## src/rtl/arith_pkg.sv

```systemverilog
// Shared arithmetic-unit definitions used by the divider and the shift-add multiplier.
package arith_pkg;

  localparam int DEFAULT_WIDTH = 32;

  // ALU function codes, kept in step with the multiplier's operation decoder
  localparam logic [3:0] ALU_ADDU = 4'h0;
  localparam logic [3:0] ALU_SUBU = 4'h1;

  typedef enum logic [1:0] {
    IDLE = 2'd0,
    ITER = 2'd1,
    DONE = 2'd2
  } div_state_e;

  function automatic int cnt_width(input int width);
    return $clog2(width);
  endfunction

endpackage

```

## src/rtl/div_remainder_reg.sv

```systemverilog
// Combined remainder/quotient register with its load/shift/restore mux and trial subtractor.
import arith_pkg::*;

module div_remainder_reg #(
  parameter int WIDTH = DEFAULT_WIDTH
) (
  input  logic             clk,
  input  logic             reset,
  input  logic             load,
  input  logic             step,
  input  logic [WIDTH-1:0] dividend,
  input  logic [WIDTH-1:0] divisor,
  output logic [WIDTH-1:0] rem_next,
  output logic [WIDTH-2:0] quo_shift,
  output logic             borrow
);

  logic [2*WIDTH-1:0] r;
  logic [WIDTH:0]     diff;

  // The shifted upper half is taken W+1 bits wide so the bit pushed out of the
  // top of r still takes part in the trial subtraction.
  assign diff      = r[2*WIDTH-1:WIDTH-1] - {1'b0, divisor};
  assign borrow    = diff[WIDTH];
  assign rem_next  = borrow ? r[2*WIDTH-2:WIDTH-1] : diff[WIDTH-1:0];
  assign quo_shift = r[WIDTH-2:0];

  // NOTE: sequential state is written with non-blocking assignments only, so every
  // register samples pre-edge values regardless of block ordering.
  always_ff @(posedge clk) begin
    if (reset) begin
      r <= '0;
    end else if (load) begin
      r <= {{WIDTH{1'b0}}, dividend};
    end else if (step) begin
      r <= {rem_next, quo_shift, ~borrow};
    end
  end

endmodule

```

## src/rtl/comp_divider.sv

```systemverilog
// Sequential unsigned restoring divider, one quotient bit per clock, Run/Ready handshake.
import arith_pkg::*;

module comp_divider #(
  parameter int WIDTH = DEFAULT_WIDTH
) (
  input  logic             clk,
  input  logic             Reset,
  input  logic [WIDTH-1:0] Dividend,
  input  logic [WIDTH-1:0] Divisor,
  input  logic             Run,
  output logic [WIDTH-1:0] Quotient,
  output logic [WIDTH-1:0] Remainder,
  output logic             Ready,
  output logic             DivByZero
);

  localparam int CNT_W = cnt_width(WIDTH);
  localparam logic [CNT_W-1:0] LAST_STEP = CNT_W'(WIDTH - 1);

  div_state_e       state;
  logic [CNT_W-1:0] cnt;
  logic [WIDTH-1:0] d;
  logic             start;
  logic [WIDTH-1:0] rem_next;
  logic [WIDTH-2:0] quo_shift;
  logic             borrow;

  assign start = Run && (state != ITER);

  div_remainder_reg #(
    .WIDTH (WIDTH)
  ) u_rem (
    .clk       (clk),
    .reset     (Reset),
    .load      (start),
    .step      (state == ITER),
    .dividend  (Dividend),
    .divisor   (d),
    .rem_next  (rem_next),
    .quo_shift (quo_shift),
    .borrow    (borrow)
  );

  always_ff @(posedge clk) begin
    if (Reset) begin
      state     <= IDLE;
      cnt       <= '0;
      d         <= '0;
      Quotient  <= '0;
      Remainder <= '0;
      Ready     <= 1'b0;
      DivByZero <= 1'b0;
    end else begin
      case (state)
        IDLE, DONE: begin
          if (Run) begin
            d   <= Divisor;
            cnt <= '0;
            if (Divisor == '0) begin
              // Divide by zero skips iteration and reports the conventional result
              state     <= DONE;
              Quotient  <= '1;
              Remainder <= Dividend;
              Ready     <= 1'b1;
              DivByZero <= 1'b1;
            end else begin
              state     <= ITER;
              Ready     <= 1'b0;
              DivByZero <= 1'b0;
            end
          end
        end
        ITER: begin
          cnt <= cnt + 1'b1;
          if (cnt == LAST_STEP) begin
            state     <= DONE;
            Quotient  <= {quo_shift, ~borrow};
            Remainder <= rem_next;
            Ready     <= 1'b1;
          end
        end
        default: state <= IDLE;
      endcase
    end
  end

endmodule

```

## config.mk

```make
export PLATFORM = sky130hd
export DESIGN_NAME = comp_divider
export DESIGN_NICKNAME = d
export VERILOG_FILES = /design/src/rtl/arith_pkg.sv /design/src/rtl/div_remainder_reg.sv /design/src/rtl/comp_divider.sv
export SDC_FILE = /design/constraint.sdc
export NUM_CORES = 1
export LEC_CHECK = 0
export ABC_AREA = 0
export CORE_ASPECT_RATIO = 0.75
export CORE_UTILIZATION = 59
export CTS_CLUSTER_SIZE = 24
export DETAILED_ROUTE_END_ITERATION = 10
export HOLD_SLACK_MARGIN = 0.02
export PLACE_DENSITY_LB_ADDON = 0.1
export SKIP_LAST_GASP = 1
export SLEW_MARGIN = 20
export SYNTH_ARGS = -nofsm -noshare
export SYNTH_HDL_FRONTEND = slang
export SYNTH_SLANG_ARGS = --single-unit
```

## constraint.sdc

```tcl
create_clock -name clk -period 4.55 [get_ports clk]
set_input_delay 0.455 -clock clk [delete_from_list [all_inputs] [get_ports clk]]
set_output_delay 0.455 -clock clk [all_outputs]
set_load 0.02 [all_outputs]
```

== Word-level counts from Yosys, hierarchy flattened ==
Cells that the tools add are included.

* Bitwise gates (word level): 1
* Equal/unequal tests: 7
* Multiplexer cells: 21
* $add $sub $neg: 2
* Reduce and logical (&&, ||, !) cells: 12

{| class="wikitable"
|+ Operators by type and width
! kind !! count
|-
| $mux 32 || 9
|-
| $pmux 32 s2 || 2
|-
| $sub 33x32->33 || 1
|-
| $logic_not 32->1 || 1
|-
| $pmux 5 s2 || 1
|-
| $mux 2 || 3
|-
| $ne 2x2->1 const B || 3
|-
| $reduce_and 2->1 || 3
|-
| $add 5x1->5 const B || 1
|-
| $eq 5x5->1 const B || 1
|-
| $mux 5 || 1
|-
| $pmux 2 s2 || 1
|-
| $reduce_and 4->1 || 1
|-
| $reduce_bool 2->1 || 2
|-
| $reduce_or 2->1 || 2
|-
| $mux 1 || 3
|-
| $reduce_and 3->1 || 1
|-
| $eq 2x1->1 const B || 1
|-
| $eq 2x2->1 const B || 1
|-
| $logic_not 2->1 || 1
|-
| $ne 2x1->1 const B || 1
|-
| $pmux 1 s2 || 1
|-
| $logic_and 1x1->1 || 1
|-
| $not 1->1 || 1
|}

* Input bits: 67
* Output and inout port bits: 66
* Register bits: 169

== Longest topological paths before layout ==
Gate-level depths: netlist of the first run.

* Word-level depth: 4
* Depth in mapped cells: 14
* Mapped depth without buffers: 12

== Cells and area by module ==
From an unflattened synthesis of the first run, not the netlist that was laid out.

* Cell total of the unflattened synthesis: 1236
* Area total of the unflattened synthesis: 9889.5 um2

{| class="wikitable"
|+ Modules (own cells, without submodules)
! module !! instances !! area each (um2) !! cells each
|-
| div_remainder_reg || 1 || 5320.1 || 740
|-
| comp_divider || 1 || 4569.4 || 496
|}

== Least setup slack after synthesis of the first run ==
No wires, ideal clock.

* Path kind: register -> register
* From: register u_rem.r[31]
* To: register Remainder[23]
* Required time: 4412 ps
* Arrival time: 2770 ps
* Path buffers: 1
* Period minus slack after synthesis: 2908 ps
* Stages on the path, launching flop included: 14
* Slack: 1642 ps
* Library setup time: 138 ps
* Path through: dfxtp_1 -> inv_1 -> ha_1 -> fa_1 -> nand2b_1 -> a21o_1 -> a221oi_2 -> a31oi_2 -> a21o_1 -> and4_4 -> buf_12 -> mux2_4 -> nor2_2 -> o31ai_2

* Longest elaborated chain between the ends: 4

{| class="wikitable"
|+ RTL lines
! element !! line !! RTL
|-
| start: declaration || div_remainder_reg.sv:18 || <nowiki>logic [2*WIDTH-1:0] r;</nowiki>
|-
| start signal: assignment || div_remainder_reg.sv:34 || <nowiki>r <= {{WIDTH{1'b0}}, dividend};</nowiki>
|-
| start signal: assignment || div_remainder_reg.sv:36 || <nowiki>r <= {rem_next, quo_shift, ~borrow};</nowiki>
|-
| $sub 33x32->33 || div_remainder_reg.sv:23 || <nowiki>assign diff = r[2*WIDTH-1:WIDTH-1] - {1'b0, divisor};</nowiki>
|-
| $mux 32 || div_remainder_reg.sv:25 || <nowiki>assign rem_next = borrow ? r[2*WIDTH-2:WIDTH-1] : diff[WIDTH-1:0];</nowiki>
|-
| $mux 32 || comp_divider.sv:76 || <nowiki>if (cnt == LAST_STEP) begin</nowiki>
|-
| $pmux 32 s2 || comp_divider.sv:55 || <nowiki>case (state)</nowiki>
|-
| end signal: assignment || comp_divider.sv:64 || <nowiki>Remainder <= Dividend;</nowiki>
|-
| end signal: assignment || comp_divider.sv:79 || <nowiki>Remainder <= rem_next;</nowiki>
|-
| end: declaration || comp_divider.sv:13 || <nowiki>output logic [WIDTH-1:0] Remainder,</nowiki>
|}

Every way passes these cells. The select of a mux whose other input is x is not followed.
A chain may end at the register's enable or synchronous reset.

== Worst setup path after layout of the first run ==
* From: register u_rem.r[31]
* To: register Remainder[2]

Same word-level chain as after synthesis.

==> impl_results.md, run 1 <==
* Status: completed
* Die Y at around 110 um
* Worst setup path class: register to register
* Crit end category: register
* Fmax at approximately 270 MHz
* Worst relative slew slack at between 30% and 40%
* Fin nets at 1255
* # port buffers at 132
* Worst Setup Start Kind: register
* Max clock buf depth at 2
* Crit path buf inv count at 2
* Antenna violations before repair at 1
* Hold_buf cts at 0
* Layout cell share with drive strength beyond 1 at roughly 7%
* Synthesis Warnings at 0
* Row count at 38
* Hold crit path type: register to register
* GPL Wtd Cong at between 0.9 and 1
* Vias in the first global route at about 7300
* Clk pwr share at about a third
* Clock transition at the registers of the reported paths at around 0.07 ns
* Setup TNS at 0 ns
* # clock sinks at 169
* Antenna Nets Post-Route at 0
* Fin util at between 70% and 80%
* Post-synthesis simple-gate area fraction at 17.5%
* Post-Synthesis Cell Area at about 8700 um2
* Htree depth at 4
* # DRC at 0
* Wire length per cell at ~17 um
* Post-Synthesis Cells at around 1100
* Synth Area in Compound Gates at around a quarter
* Switching share of total power at about a third
* Most used DFF post-synth: dfxtp_1
* Die Area at between 15000 and 20000 um2
* Combinational Power Share at a little over a quarter
* GRT Total Usage at between 30 and 40%
* Syn Nets at between 1000 and 1500
* Vias per Instance at about 5.9
* Setup bufs post-CTS at 0
* Flop pwr share at 39.4%
* Maximum VDD drop at about 0.30 mV
* CTS Buf Count at 17
* First-pass GRT wire length at ~37000 um
* Synth Area in Adders at roughly 5%
* Gr ovfl total at 0
* Largest net degree at the start of global routing at between 90 and 100
* Sequential area share after synthesis at 38.7%
* RSZ-0062 raised after global routing: no
* Starting density of the core at about 60%
* DR pass1 iterations at 6
* WP data arrival at ~4.0 ns
* CP Cell Sequence: inv_1 -> ha_1 -> fa_1 -> nand2b_1 -> a21o_1 -> a221oi_2 -> a31oi_2 -> nand4b_1 -> nand4_2 -> buf_4 -> a211oi_1 -> o31ai_1
* Yosys cell types at a little under 70
* Fin cells at approximately 1400
* Max Slew Vio Count at 0
* Num ports at around 130
* CP required at 4.84 ns
* Pre-CTS WS at about 1 ns
* Pwr Density at approximately 380 nW/um2
* Clock Skews at 0.0118 ns
* Worst skew pair latency at roughly 0.43 ns
* Syn avg cell area at around 8.2 um2
* Internal power at approximately 0.0027 W
* Post-layout minimum cycle time at ~3.7 ns
* Setup WS post-layout at ~0.84 ns
* Worst-Margin Slew at a little over 1 ns
* CTS tree: yes
* CP max stage cell: nand4_2
* Core ar. at between 10000 and 15000 um2
* Crit path max fanout at 19
* Root buf cell: clkbuf_16
* LEAKAGE at around 4.1 nW
* # Max-Cap Violations at 0
* Switch Pwr at around 0.0014 W
* Final period utilization at just over 80%
* Width of the die at 143 um
* P&R area growth vs syn at 21.9%
* Worst hold slack at 0.454 ns
* Seq cells post-synth at roughly 170
* DR vias at ~8000
* Post-Synth XOR/XNOR Area at under 10%
* Routed WL at 23000 um
* Async SR Flop Fraction at 0%
* Largest family of logic cells by synthesized area: compound AO/OA/AOI/OAI gates
* Dpl cells at ~1300
* Post-DP HPWL at approximately 16000 um
* Final setup fails at 0
* Mux contribution to synthesized area at 5.10%
* Family with the most delay on the worst path: compound AO/OA/AOI/OAI gates
* Drt initial violations at approximately 610
* Max incr delay on CP at 0.50 ns
* Post-cts repair resize count at 0
* Fin. Hold Viols at 0
* Post-synth EDFFs at 0
kinds of logic (layout without fill, tap and decap cells):
group / count (synthesis) / after routing
AO/OA/AOI/OAI: 329 / 329
XOR/XNOR: 26 / 26
adder cells (fa/ha/maj): 35 / 35
buffers and inverters: 114 / 218
flip-flops: 169 / 169
multiplexers: 44 / 44
other: 0 / 1
AND/OR/NAND/NOR: 345 / 345
per-stage QoR:
stage                     area [um2]  total power (W)
final                          10600          0.00405
after global routing           10600          0.00424
after detailed placement       10100          0.00268
after global placement         10100          0.00266
after CTS                      10600          0.00404
after floorplan                 8740          0.00245
path summary, 6_finish.rpt:
check,endpoint,cells past startpoint,slack [ns],start
max,Remainder[2],12,0.84,u_rem.r[31]
min,Ready,2,0.45,Ready
max reg2reg,Remainder[2],12,0.84,u_rem.r[31]
min reg2reg,Ready,2,0.45,Ready
state kept, by name, summed over array words and instances (netlist names):
signal     flops
d             32
Remainder     32
u_rem.r       64
cnt            5
state          2
Quotient      32
Ready          1
DivByZero      1
Yosys cell counts, types with 9 or more instances:
cell | number | area (um2)
a211oi_1 | 75 | 563
a21o_1 | 11 | 82.6
a21oi_1 | 90 | 450
and3_1 | 14 | 87.6
buf_1 | 11 | 41.3
clkbuf_1 | 51 | 191
dfxtp_1 | 169 | 3380
ha_1 | 34 | 425
inv_1 | 41 | 154
mux2i_1 | 43 | 430
nand2_1 | 122 | 458
nand2b_1 | 10 | 62.6
nand3_1 | 22 | 110
nor2_1 | 127 | 477
nor4_1 | 9 | 56.3
o21ai_0 | 74 | 370
o31ai_2 | 10 | 125
xnor2_1 | 16 | 140
xor2_1 | 10 | 87.6
power groups by stage:
stage	combinational (W)	sequential, W	clock, W
6_report	0.00108	0.00159	0.00137
5_1_grt	0.00118	0.00160	0.00146
4_1_cts	0.00106	0.00159	0.00138
3_5_place_dp	0.00105	0.00162	0
3_3_place_gp	0.00104	0.00162	0
2_1_floorplan	0.000837	0.00161	0
per-layer routing:
layer	up-vias	GRT usage [%]	part of all wire, %
met1	3746	39.4	45
met5	-	0	0
met4	0	10.1	1.8
met2	255	51.0	47
met3	36	6.67	6.1
li1	4002	-	-
cell type report:
| type | instances | area, um2 |
|---|---|---|
| multi-input cells | 779 | 4890 |
| fillers | 1193 | 3810 |
| inverters | 42 | 158 |
| clock inverters | 14 | 129 |
| well taps | 200 | 250 |
| flip-flops and latches | 169 | 3380 |
| repair buffers | 144 | 1400 |
| clock buffers | 18 | 429 |
| diodes | 1 | 2.50 |
cell usage in the layout, fill, tap and decap left out, types with 13 or more instances in the layout:
master,Yosys,routed
clkdlybuf4s50_1,0,130
dfxtp_1,169,169
a21oi_1,90,90
inv_1,41,41
o21ai_0,74,74
a211oi_1,75,75
clkbuf_16,0,17
nand3_1,22,22
mux2i_1,43,43
ha_1,34,34
xnor2_1,16,16
and3_1,14,14
buf_4,2,13
nor2_1,127,126
nand2_1,122,122
worst min-delay path, stage by stage (launching register included):
cell and delay [ns]:
dfxtp_1 0.31, nand2_1 0.05, a21oi_1 0.05
Power figures use the tool's default switching activity.
==> run 2, diff against run 1 <==
--- a/config.mk
+++ b/config.mk
@@ -7,7 +7,7 @@
 export LEC_CHECK = 0
 export ABC_AREA = 0
 export CORE_ASPECT_RATIO = 0.75
-export CORE_UTILIZATION = 59
+export CORE_UTILIZATION = 49
 export CTS_CLUSTER_SIZE = 24
 export DETAILED_ROUTE_END_ITERATION = 10
 export HOLD_SLACK_MARGIN = 0.02
==> constraint.sdc (replaced) <==
create_clock -name clk -period 3.21 [get_ports clk]
set_input_delay 0.321 -clock clk [delete_from_list [all_inputs] [get_ports clk]]
set_output_delay 0.321 -clock clk [all_outputs]
set_load 0.02 [all_outputs]
==> impl_results.md, run 2 (synthesized netlist as in run 1, its figures left out) <==
* Power Total at 0.00608 W (was 0.00405 W)
* Fin cells at 1414 (was 1367)
* Worst R2R Setup Slack at 0.16 ns (was 0.84 ns)
* Wire length per cell at 17.1 um (was 16.8 um)
* Clock Skews at 0.0117 ns (was 0.0118 ns)
* Max Slew Vio Count at 0 (unchanged)
* DR pass1 iterations at 5 (was 6)
* Fin util at 64.1% (was 73.7%)
* Hold crit path type: register to register (unchanged)
* Layout cell share with drive strength beyond 1 at 9.17% (was 7.03%)
* Starting density of the core at 51.0% (was 60.4%)
* Max clock buf depth at 2 (unchanged)
* CP Cell Sequence: inv_1 -> ha_2 -> fa_2 -> nand2b_4 -> a21o_1 -> a221oi_4 -> a31oi_4 -> nand4b_1 -> and4_4 -> buf_4 -> buf_12 -> nand2_1 -> and3_1 -> o31ai_2 (was inv_1 -> ha_1 -> fa_1 -> nand2b_1 -> a21o_1 -> a221oi_2 -> a31oi_2 -> nand4b_1 -> nand4_2 -> buf_4 -> a211oi_1 -> o31ai_1)
* Routing usage on met1 at 36.7% (was 39.4%)
* Global Route met2 Usage at 43.8% (was 51.0%)
* Dpl cells at 1378 (was 1334)
* Worst skew pair latency at 0.43 ns (about the same)
* CTS tree: yes (unchanged)
* Gr ovfl total at 0 (unchanged)
* CP max stage cell: fa_2 (was nand4_2)
* Setup TNS at 0 ns (unchanged)
* Routed WL at 24100 um (was 23000 um)
* WP data arrival at 3.40 ns (was 4.00 ns)
* RR Endpoint: Remainder[6] (was Remainder[2])
* Worst Setup Start Kind: register (unchanged)
* # Max-Cap Violations at 0 (unchanged)
* Max incr delay on CP at 0.38 ns (was 0.50 ns)
* RSZ-0062 raised after global routing: yes (was no)
* Clock transition at the registers of the reported paths at 0.07 ns (about the same)
* Post-layout minimum cycle time at 3.05 ns (was 3.71 ns)
* Fin nets at 1267 (was 1255)
* Setup WS post-layout at 0.158 ns (was 0.839 ns)
* ANT cells at 0 (was 1)
* Htree depth at 4 (unchanged)
* Antenna violations before repair at 1 (unchanged)
* Worst-Margin Slew at 0.878 ns (was 1.02 ns)
* P&R area growth vs syn at 25.7% (was 21.9%)
* Most Used Layer, Global Route: met2 (unchanged)
* Die Y at 118 um (was 107 um)
* Final setup fails at 0 (unchanged)
* Worst setup path class: register to register (unchanged)
* Fmax at 328 MHz (was 269 MHz)
* Hold Path Cell Cnt at 2 (unchanged)
* Drt initial violations at 663 (was 611)
* Post-DP HPWL at 17400 um (was 16300 um)
* Max reg flops at 64 (unchanged)
* Crit path max fanout at 15 (was 19)
* Critical Path Sink: Remainder[6] (was Remainder[2])
* Width of the die at 156 um (was 143 um)
* First-pass GRT wire length at 39400 um (was 36500 um)
* Pre-CTS WS at -0.0661 ns (was 0.996 ns)
* Final period utilization at 95.1% (was 81.6%)
* # DRC at 0 (unchanged)
* LEAKAGE at 4.21 nW (was 4.10 nW)
* Worst reg-to-reg path cell count at 14 (was 12)
* GPL Wtd Cong at 0.951 (was 0.952)
* Vias per Instance at 5.71 (was 5.88)
* M3 GR Usage at 4.90% (was 6.67%)
* Root buf cell: clkbuf_16 (unchanged)
* Num ports at 133 (unchanged)
* GRT Total Usage at 26.9% (was 30.6%)
* Crit path from: u_rem.r[31] (unchanged)
* # clock sinks at 169 (unchanged)
* Worst relative slew slack at 41.5% (was 31.8%)
* Critical R2R Launch: u_rem.r[31] (unchanged)
* Most common cell after layout, fill and taps aside: dfxtp_1 (unchanged)
* Fill count at 1525 (was 1193)
* Pwr Density at 554 nW/um2 (was 380 nW/um2)
* Die Area at 18400 um2 (was 15300 um2)
* Fin. Hold Viols at 0 (unchanged)
* Biggest register: u_rem.r (unchanged)
* CTS Buf Count at 17 (unchanged)
* Antenna Nets Post-Route at 0 (unchanged)
* # port buffers at 132 (unchanged)
* Largest net degree at the start of global routing at 96 (unchanged)
* DR vias at 8077 (was 8039)
* Commonest cells after routing, fill and taps aside: dfxtp_1, clkdlybuf4s50_1, nor2_1 (unchanged)
* Vias in the first global route at 7535 (was 7334)
* Core ar. at 17100 um2 (was 14500 um2)
* Status: completed (unchanged)
* Hold_buf cts at 0 (unchanged)
* Crit end category: register (unchanged)
* Maximum VDD drop at 0.352 mV (was 0.300 mV)
* Row count at 41 (was 38)
* CP required at 3.55 ns (was 4.84 ns)
[run 2: routing by layer]
metal / part of all wire [%] / vias to the layer above / wire (um)
met1: 47 / 3812 / 11400
met2: 46 / 226 / 11100
li1: - / 4009 / -
met3: 5.1 / 30 / 1220
met5: 0 / - / 0
met4: 1.7 / 0 / 413
[run 2: final cells by class]
| class | count | area (um2) | area share [%] |
|---|---|---|---|
| clock buffers | 18 | 439 | 4.00 |
| clock inverters | 14 | 155 | 1.41 |
| inverters | 42 | 158 | 1.44 |
| multi-input cells | 779 | 5000 | 45.6 |
| flip-flops and latches | 169 | 3380 | 30.8 |
| well taps | 236 | 295 | 2.69 |
| repair buffers | 156 | 1550 | 14.1 |
[run 2: worst min-delay path by stage]
stage,slack [ns],end,startpoint
detailed placement,0.45,d[2],d[2]
CTS,0.46,d[2],d[2]
global placement,0.45,Ready,Ready
floorplan,0.44,d[10],d[10]
finish,0.45,Ready,Ready
global route,0.47,cnt[4],Reset
[run 2: critical path: cells and delay by family, from the launching register on]
family | cells | cell delay, ns
adders and majority gates | 2 | 0.56
and+or+nand+nor | 5 | 0.84
AOI/OAI and AO/OA | 4 | 0.92
DFF | 1 | 0.33
buffers and inverters | 3 | 0.32
[run 2: repair_timing]
| item | 4_1_cts | 5_1_grt |
|---|---|---|
| endpoints found under the setup margin | 14 | 60 |
| gates resized for setup | 2 | 24 |
| setup buffers | 3 | 1 |
| pin swaps | 4 | 6 |
[run 2: stage by stage]
| step | area (um2) | hold WS [ns] |
|---|---|---|
| 2_1_floorplan | 8740 | 0.436 |
| 3_3_place_gp | 10200 | 0.446 |
| 3_5_place_dp | 10200 | 0.447 |
| 4_1_cts | 10900 | 0.457 |
| 5_1_grt | 11000 | 0.469 |
| 6_report | 11000 | 0.453 |
[run 2: report_power, final]
| group | leakage [nW] | internal (W) | total (W) | switching, W |
|---|---|---|---|---|
| Sequential | 1.38 | 0.00219 | 0.00226 | 0.0000673 |
| Combinational | 2.55 | 0.000743 | 0.00175 | 0.00101 |
| Clock | 0.283 | 0.00112 | 0.00208 | 0.000951 |
| Total | 4.21 | 0.00406 | 0.00608 | 0.00203 |
